$ cat config.mk
export PLATFORM = sky130hd
export DESIGN_NAME = match_scoreboard_flat
export DESIGN_NICKNAME = d
export VERILOG_FILES = /design/src/rtl/match_scoreboard_if.sv /design/src/rtl/match_scoreboard.sv /design/src/flat_wrapper.sv
export SDC_FILE = /design/constraint.sdc
export NUM_CORES = 1
export LEC_CHECK = 0
export CELL_PAD_IN_SITES_DETAIL_PLACEMENT = 1
export CELL_PAD_IN_SITES_GLOBAL_PLACEMENT = 2
export CORE_ASPECT_RATIO = 0.7
export CORE_MARGIN = 5
export CORE_UTILIZATION = 31
export CTS_BUF_LIST = sky130_fd_sc_hd__clkbuf_8
export DETAILED_ROUTE_END_ITERATION = 7
export GPL_ROUTABILITY_DRIVEN = 0
export PLACE_DENSITY_LB_ADDON = 0.1
export SYNTH_ARGS = -nofsm -noshare
export SYNTH_HDL_FRONTEND = slang
export SYNTH_SLANG_ARGS = --single-unit
$ cat constraint.sdc
create_clock -name i_clk -period 3.7 [get_ports i_clk]
set_input_delay 1.11 -clock i_clk [delete_from_list [all_inputs] [get_ports i_clk]]
set_output_delay 1.11 -clock i_clk [all_outputs]
set_load 0.01 [all_outputs]
$ cat src/rtl/match_scoreboard_if.sv
// ---------------------------------------------------------------------------
// match_scoreboard_if
// Result/score bus between the match-result logic and the scoreboard.
//   master : drives result_valid, matchresult, new_game; observes the scores
//   slave  : the scoreboard; samples the strobe/code, drives the scores
// Signals:
//   result_valid  one-cycle strobe qualifying matchresult
//   matchresult   00 none/illegal, 01 draw, 10 p1 win, 11 p2 win
//   new_game      clears the current match
//   round/win/lose/draw  CNT_W-bit saturating counters
//   game_over     match finished
//   winner        00 undecided, 01 tie on round limit, 10 p1, 11 p2
//   score_event   pulse: a result was accepted
//   bad_result    pulse: strobe arrived with code 00
// ---------------------------------------------------------------------------
interface match_scoreboard_if #(
    parameter int unsigned CNT_W = 4
);
    logic             result_valid;
    logic [1:0]       matchresult;
    logic             new_game;
    logic [CNT_W-1:0] round;
    logic [CNT_W-1:0] win;
    logic [CNT_W-1:0] lose;
    logic [CNT_W-1:0] draw;
    logic             game_over;
    logic [1:0]       winner;
    logic             score_event;
    logic             bad_result;

    modport master (
        output result_valid, matchresult, new_game,
        input  round, win, lose, draw, game_over, winner, score_event, bad_result
    );

    modport slave (
        input  result_valid, matchresult, new_game,
        output round, win, lose, draw, game_over, winner, score_event, bad_result
    );
endinterface

$ cat src/rtl/match_scoreboard.sv
// ---------------------------------------------------------------------------
// match_scoreboard
// Round/win/lose/draw scorekeeper for the two-player game. Counts results
// qualified by a strobe, ends the match on first-to-WIN_TARGET or on the
// MAX_ROUNDS limit (0 = unlimited), decodes the winner, saturates counters
// and restarts on new_game. All outputs are registered (1-cycle latency).
// Ports:
//   i_clk     system clock, rising edge
//   i_resetn  synchronous reset, active-high (1 = reset)
//   io_bus    match_scoreboard_if.slave (strobe/code/new_game in, scores out)
// ---------------------------------------------------------------------------
module match_scoreboard #(
    parameter int unsigned CNT_W      = 4,
    parameter int unsigned WIN_TARGET = 3,
    parameter int unsigned MAX_ROUNDS = 9
) (
    input logic               i_clk,
    input logic               i_resetn,
    match_scoreboard_if.slave io_bus
);

    localparam logic [CNT_W-1:0] CntMax   = '1;
    localparam logic [CNT_W-1:0] WinTgt   = CNT_W'(WIN_TARGET);
    localparam logic [CNT_W-1:0] RndLim   = CNT_W'(MAX_ROUNDS);
    localparam bit               RndLimEn = (MAX_ROUNDS != 0);

    typedef enum logic [0:0] {
        StPlay = 1'b0,
        StOver = 1'b1
    } state_e;

    state_e           r_state;
    state_e           w_state_next;

    logic [CNT_W-1:0] r_round;
    logic [CNT_W-1:0] r_win;
    logic [CNT_W-1:0] r_lose;
    logic [CNT_W-1:0] r_draw;
    logic [1:0]       r_winner;
    logic             r_score_event;
    logic             r_bad_result;

    logic [CNT_W-1:0] w_round_d;
    logic [CNT_W-1:0] w_win_d;
    logic [CNT_W-1:0] w_lose_d;
    logic [CNT_W-1:0] w_draw_d;
    logic [1:0]       w_winner_d;
    logic             w_score_event_d;
    logic             w_bad_result_d;

    logic             w_accept;
    logic             w_bad;
    logic [CNT_W-1:0] w_round_up;
    logic [CNT_W-1:0] w_win_up;
    logic [CNT_W-1:0] w_lose_up;
    logic [CNT_W-1:0] w_draw_up;
    logic             w_end_hit;
    logic [1:0]       w_end_winner;

    function automatic logic [CNT_W-1:0] sat_inc(input logic [CNT_W-1:0] v);
        return (v == CntMax) ? v : v + CNT_W'(1);
    endfunction

    // Result decode and post-update end-of-match evaluation.
    always_comb begin
        // new_game drops any simultaneous result.
        w_accept = (r_state == StPlay) && io_bus.result_valid &&
                   (io_bus.matchresult != 2'b00) && !io_bus.new_game;
        w_bad    = (r_state == StPlay) && io_bus.result_valid &&
                   (io_bus.matchresult == 2'b00) && !io_bus.new_game;

        w_round_up = sat_inc(r_round);
        w_win_up   = r_win;
        w_lose_up  = r_lose;
        w_draw_up  = r_draw;
        unique case (io_bus.matchresult)
            2'b01:   w_draw_up = sat_inc(r_draw);
            2'b10:   w_win_up  = sat_inc(r_win);
            2'b11:   w_lose_up = sat_inc(r_lose);
            default: ;
        endcase

        // First matching rule wins: p1 target, p2 target, round limit.
        w_end_hit    = 1'b0;
        w_end_winner = 2'b00;
        if (w_win_up == WinTgt) begin
            w_end_hit    = 1'b1;
            w_end_winner = 2'b10;
        end else if (w_lose_up == WinTgt) begin
            w_end_hit    = 1'b1;
            w_end_winner = 2'b11;
        end else if (RndLimEn && (w_round_up == RndLim)) begin
            w_end_hit = 1'b1;
            if (w_win_up > w_lose_up) begin
                w_end_winner = 2'b10;
            end else if (w_lose_up > w_win_up) begin
                w_end_winner = 2'b11;
            end else begin
                w_end_winner = 2'b01;
            end
        end
    end

    // State register.
    always_ff @(posedge i_clk) begin
        if (i_resetn) begin
            r_state <= StPlay;
        end else begin
            r_state <= w_state_next;
        end
    end

    // Next-state logic.
    always_comb begin
        w_state_next = r_state;
        if (io_bus.new_game) begin
            w_state_next = StPlay;
        end else if (w_accept && w_end_hit) begin
            w_state_next = StOver;
        end
    end

    // Next values of the registered outputs.
    always_comb begin
        w_round_d       = r_round;
        w_win_d         = r_win;
        w_lose_d        = r_lose;
        w_draw_d        = r_draw;
        w_winner_d      = r_winner;
        w_score_event_d = 1'b0;
        w_bad_result_d  = 1'b0;
        if (io_bus.new_game) begin
            w_round_d  = '0;
            w_win_d    = '0;
            w_lose_d   = '0;
            w_draw_d   = '0;
            w_winner_d = 2'b00;
        end else if (w_accept) begin
            w_round_d       = w_round_up;
            w_win_d         = w_win_up;
            w_lose_d        = w_lose_up;
            w_draw_d        = w_draw_up;
            w_score_event_d = 1'b1;
            if (w_end_hit) begin
                w_winner_d = w_end_winner;
            end
        end else if (w_bad) begin
            w_bad_result_d = 1'b1;
        end
    end

    always_ff @(posedge i_clk) begin
        if (i_resetn) begin
            r_round       <= '0;
            r_win         <= '0;
            r_lose        <= '0;
            r_draw        <= '0;
            r_winner      <= 2'b00;
            r_score_event <= 1'b0;
            r_bad_result  <= 1'b0;
        end else begin
            r_round       <= w_round_d;
            r_win         <= w_win_d;
            r_lose        <= w_lose_d;
            r_draw        <= w_draw_d;
            r_winner      <= w_winner_d;
            r_score_event <= w_score_event_d;
            r_bad_result  <= w_bad_result_d;
        end
    end

    assign io_bus.round       = r_round;
    assign io_bus.win         = r_win;
    assign io_bus.lose        = r_lose;
    assign io_bus.draw        = r_draw;
    assign io_bus.game_over   = (r_state == StOver);
    assign io_bus.winner      = r_winner;
    assign io_bus.score_event = r_score_event;
    assign io_bus.bad_result  = r_bad_result;

endmodule
$ cat src/flat_wrapper.sv
// flat-port wrapper written by rule: the top's interface ports become plain ports
module match_scoreboard_flat 
#(
    parameter int unsigned CNT_W      = 4,
    parameter int unsigned WIN_TARGET = 3,
    parameter int unsigned MAX_ROUNDS = 9
)
  (i_clk, i_resetn, io_bus_result_valid, io_bus_matchresult, io_bus_new_game, io_bus_round, io_bus_win, io_bus_lose, io_bus_draw, io_bus_game_over, io_bus_winner, io_bus_score_event, io_bus_bad_result);
  match_scoreboard_if #(.CNT_W(CNT_W)) io_bus_i ();
  input logic i_clk;
  input logic i_resetn;
  input wire logic [$bits(io_bus_i.result_valid)-1:0] io_bus_result_valid;
  input wire logic [$bits(io_bus_i.matchresult)-1:0] io_bus_matchresult;
  input wire logic [$bits(io_bus_i.new_game)-1:0] io_bus_new_game;
  output wire logic [$bits(io_bus_i.round)-1:0] io_bus_round;
  output wire logic [$bits(io_bus_i.win)-1:0] io_bus_win;
  output wire logic [$bits(io_bus_i.lose)-1:0] io_bus_lose;
  output wire logic [$bits(io_bus_i.draw)-1:0] io_bus_draw;
  output wire logic [$bits(io_bus_i.game_over)-1:0] io_bus_game_over;
  output wire logic [$bits(io_bus_i.winner)-1:0] io_bus_winner;
  output wire logic [$bits(io_bus_i.score_event)-1:0] io_bus_score_event;
  output wire logic [$bits(io_bus_i.bad_result)-1:0] io_bus_bad_result;
  assign io_bus_i.result_valid = io_bus_result_valid;
  assign io_bus_i.matchresult = io_bus_matchresult;
  assign io_bus_i.new_game = io_bus_new_game;
  assign io_bus_round = io_bus_i.round;
  assign io_bus_win = io_bus_i.win;
  assign io_bus_lose = io_bus_i.lose;
  assign io_bus_draw = io_bus_i.draw;
  assign io_bus_game_over = io_bus_i.game_over;
  assign io_bus_winner = io_bus_i.winner;
  assign io_bus_score_event = io_bus_i.score_event;
  assign io_bus_bad_result = io_bus_i.bad_result;
  match_scoreboard #(.CNT_W(CNT_W), .WIN_TARGET(WIN_TARGET), .MAX_ROUNDS(MAX_ROUNDS)) u_core (.i_clk(i_clk), .i_resetn(i_resetn), .io_bus(io_bus_i));
endmodule
==> impl_metrics.py <==
metrics = {
    "cts": {
        "cts_htree_levels": 1,
        "cts_resized": 0,
        "cts.clk_slew.worst_paths_ns": 0.08,
        "post-cts-setup-buffers": 0,
        "clock_tree_from_tritoncts": "yes",
        "numCtsBuffers": 3,
        "longest_clk_path_bufs": 2,
        "cts.hold.buffers_added": 0,
        "clock_latency_reported_for_the_late_side_of_the_worst_skew_pair_ns": 0.26,
        "clock_sink_count": 21,
        "clock-root-buffer": "sky130_fd_sc_hd__clkbuf_8",
    },
    "floorplan": {
        "die_outline_area_sq_um": 5640,
        "boundaryPins": 27,
        "dieWidth_um": 87.7,
        "core_area_sq_um": 3990,
        "starting_density_pct": 32.8,
        "height_of_the_chip_um": 64.4,
        "fp-row-count": 19,
    },
    "synth": {
        "synth.avg_cell_area_sq_um": 8.44,
        "ys_types": 43,
        "mappedNetlistArea_sq_um": 1310,
        "synth-seq-cells": 21,
        "synth_warnings": 0,
        "netlist_instances": 155,
        "synth_nets": 170,
        "synth-seq-area-share_pct": 32.1,
    },
    "timing": {
        "fmax_mhz": 298,
        "final-setup-viol-count": 0,
        "worst_slew_pin_slew_ns": 0.627,
        "final.hold.worst_slack_ns": 0.494,
        "finalHoldViolCount": 0,
        "grt_setup_unrepaired": "false",
        "finalCriticalPeriod_ns": 3.35,
        "final.setup_skew_ns": 0.00150,
        "finalSetupTns_ns": 0,
        "slew-limit-headroom_pct": 57.9,
        "crit_share_post_route_pct": 90.6,
        "timing_max_transition_violations_final": 0,
    },
    "min_path": {
        "holdPathStages": 2,
        "worstHoldPathType": "flip-flop to flip-flop",
    },
    "detailed_routing": {
        "drt_first_pass_iters": 4,
        "drt_first_iter_violations": 40,
        "wirelength_mm": 3.44,
        "drc": 0,
        "routed_via_density": 5.16,
        "antenna_left": 0,
        "num_vias": 1229,
        "wirelength_per_cell_um": 14.4,
    },
    "pwr": {
        "leakagePower_uw": 0.000617,
        "power_uw": 431,
        "powerDensity_nw_per_um2": 254,
        "ir_drop_v": 0.000154,
    },
    "critical_path": {
        "cp.arrival_ns": 3.54,
        "regToRegStartpoint": "u_core.io_bus.win[0]",
        "end_of_the_worst_register_to_register_path": "u_core.io_bus.winner[1]",
        "worstPathMaxFanout": 4,
        "worst-r2r-setup-slack_ns": 1.05,
        "critical_path.startpoint": "io_bus_matchresult[0]",
        "setup.worst_path.class": "input pin to flip-flop",
        "critPathRequiredTime_ns": 3.88,
        "critical_path.endpoint": "u_core.io_bus.winner[1]",
        "ff2ff_path_depth": 8,
        "crit_path_start_kind": "input pin",
        "crit_path_end_kind": "flip-flop",
    },
    "cells_and_area": {
        "post_layout_nonfiller_instances": 238,
        "layout-drive-gt1-share_pct": 14.0,
        "nets": 202,
        "postLayoutCellArea_sq_um": 1700,
        "antennaDiodeCount": 0,
        "flow.area_growth_from_synthesis_pct": 29.8,
    },
    "global_routing": {
        "vias_in_the_first_global_route": 1280,
        "grt_pass1_wl_mm": 6.08,
        "grt.overflow.total": 0,
        "grtUsageTotal_pct": 13.2,
        "grt_max_degree": 22,
        "grt_antenna_before_repair": 0,
    },
    "place": {
        "place.detailed.instances": 234,
        "postPlaceCellArea_sq_um": 1650,
        "place_hpwl_mm": 2.72,
        "buffer_ports.inserted": 26,
    },
    "status": {
        "run_status": "complete, no violations",
    },
    "run": {
        "drv.max_cap_violation_count": 0,
    },
}
-- worst min path at each step --
stage / start / end / slack [ns]
6_report: u_core.io_bus.winner[1] / u_core.io_bus.winner[1] / 0.49
5_1_grt: u_core.io_bus.winner[1] / u_core.io_bus.winner[1] / 0.55
4_1_cts: u_core.io_bus.winner[1] / u_core.io_bus.winner[1] / 0.50
3_5_place_dp: u_core.io_bus.winner[1] / u_core.io_bus.winner[1] / 0.49
3_3_place_gp: u_core.io_bus.winner[1] / u_core.io_bus.winner[1] / 0.48
2_1_floorplan: u_core.io_bus.winner[1] / u_core.io_bus.winner[1] / 0.50
-- cell usage in the layout (no fill, tap or decap), types with 4 or more instances in the layout --
cell and n:
sky130_fd_sc_hd__clkdlybuf4s50_1 26, sky130_fd_sc_hd__dfxtp_1 21, sky130_fd_sc_hd__nor2_1 18, sky130_fd_sc_hd__mux2i_1 4, sky130_fd_sc_hd__inv_1 8, sky130_fd_sc_hd__xor2_1 6
sky130_fd_sc_hd__nand3_1 6, sky130_fd_sc_hd__nor3_1 5, sky130_fd_sc_hd__buf_4 6, sky130_fd_sc_hd__a21oi_1 12, sky130_fd_sc_hd__nand2_1 15, sky130_fd_sc_hd__ha_1 9
-- power breakdown --
| group | switching, uW | leakage [uW] | total (uW) | internal [uW] |
|---|---|---|---|---|
| Clock | 76.7 | 0.0000255 | 152 | 75.1 |
| Combinational | 27.3 | 0.000422 | 50.0 | 22.7 |
| Sequential | 2.03 | 0.000169 | 229 | 227 |
-- cells by family (layout without fill, tap and decap cells) --
kind of cell / count (synthesis) / in the layout / share of synthesized area, %
buffers and inverters: 13 / 44 / 4.30
XOR/XNOR: 9 / 9 / 6.02
flip-flops: 21 / 21 / 32.1
multiplexers: 6 / 6 / 4.78
AND/OR/NAND/NOR: 66 / 66 / 26.8
adder cells (fa/ha/maj): 9 / 9 / 8.60
AO/OA/AOI/OAI: 31 / 31 / 17.4
-- cells in the mapped netlist --
master	number	area share, %
sky130_fd_sc_hd__a221oi_2	2	2.3
sky130_fd_sc_hd__o211ai_1	1	0.57
sky130_fd_sc_hd__nor2b_2	1	0.67
sky130_fd_sc_hd__o22ai_1	1	0.48
sky130_fd_sc_hd__and4_1	1	0.67
sky130_fd_sc_hd__and4bb_2	1	0.96
sky130_fd_sc_hd__a211o_2	1	0.76
sky130_fd_sc_hd__and3_1	2	0.96
sky130_fd_sc_hd__ha_1	9	8.6
sky130_fd_sc_hd__and2_1	1	0.48
sky130_fd_sc_hd__a22oi_2	1	0.96
sky130_fd_sc_hd__nor4b_1	3	2.0
sky130_fd_sc_hd__a21oi_1	12	4.6
sky130_fd_sc_hd__xnor2_1	3	2.0
sky130_fd_sc_hd__a41oi_1	1	0.67
sky130_fd_sc_hd__a2111oi_0	1	0.67
sky130_fd_sc_hd__nand2_1	15	4.3
sky130_fd_sc_hd__xor2_1	6	4.0
sky130_fd_sc_hd__a41o_1	1	0.76
sky130_fd_sc_hd__and3b_2	1	0.76
sky130_fd_sc_hd__nand2b_1	3	1.4
sky130_fd_sc_hd__a32oi_1	1	0.67
sky130_fd_sc_hd__a211oi_1	1	0.57
sky130_fd_sc_hd__a31oi_1	3	1.4
sky130_fd_sc_hd__or3_1	1	0.48
sky130_fd_sc_hd__clkbuf_1	4	1.1
sky130_fd_sc_hd__o21bai_1	1	0.57
sky130_fd_sc_hd__and2_2	1	0.57
sky130_fd_sc_hd__buf_6	1	0.86
sky130_fd_sc_hd__o21ai_0	1	0.38
sky130_fd_sc_hd__nor2_1	18	5.2
sky130_fd_sc_hd__or4_4	1	0.86
sky130_fd_sc_hd__nor3_1	5	1.9
sky130_fd_sc_hd__nand3_1	6	2.3
sky130_fd_sc_hd__dfxtp_1	21	32
sky130_fd_sc_hd__mux2_2	2	1.7
sky130_fd_sc_hd__or2_2	3	1.4
sky130_fd_sc_hd__or4_2	1	0.67
sky130_fd_sc_hd__inv_1	8	2.3
sky130_fd_sc_hd__mux2i_1	4	3.1
sky130_fd_sc_hd__a21o_2	1	0.67
sky130_fd_sc_hd__nand3b_1	2	1.1
sky130_fd_sc_hd__a311oi_1	2	1.3
-- registers in the layout, indices dropped and copies added, names as in the netlist, named ones only --
name                       count
u_core.io_bus.round            3
u_core.io_bus.win              4
u_core.io_bus.game_over        1
u_core.io_bus.bad_result       1
u_core.io_bus.lose             4
u_core.io_bus.draw             4
u_core.io_bus.score_event      1
u_core.io_bus.winner           2
-- per-layer routing --
layer,track usage (%),vias to the layer above,wire [um]
li1,-,621,-
met1,18.0,586,1770
met2,21.6,19,1520
met3,3.34,3,136
met4,1.15,0,9
met5,0,-,0
-- worst max-delay path: stages --
cell	delay (ns)
sky130_fd_sc_hd__clkdlybuf4s50_1	0.45
sky130_fd_sc_hd__nand2b_1	0.17
sky130_fd_sc_hd__or4_2	0.60
sky130_fd_sc_hd__o21ai_0	0.12
sky130_fd_sc_hd__ha_1	0.28
sky130_fd_sc_hd__a21oi_1	0.18
sky130_fd_sc_hd__a2111oi_0	0.12
sky130_fd_sc_hd__mux2_2	0.29
sky130_fd_sc_hd__a221oi_2	0.22
-- per-stage QoR --
step / utilization [%] / worst slack, ns
floorplan: - / 0.546
global placement: 41.4 / 0.106
detailed placement: 41.4 / 0.0578
CTS: 42.5 / 0.337
global route: 42.5 / 0.136
finish: 42.5 / 0.347
-- area by class of cell --
type                            count  area (sq um)
Clock buffer                        3          41.3
Clock inverter                      1          5.00
Fill cell                         483          2290
Inverter                            8          30.0
Multi-Input combinational cell    121           832
Sequential cell                    21           420
Tap cell                           52          65.1
Timing Repair Buffer               32           305
No activity file was read; power rests on OpenSTA's default activity.
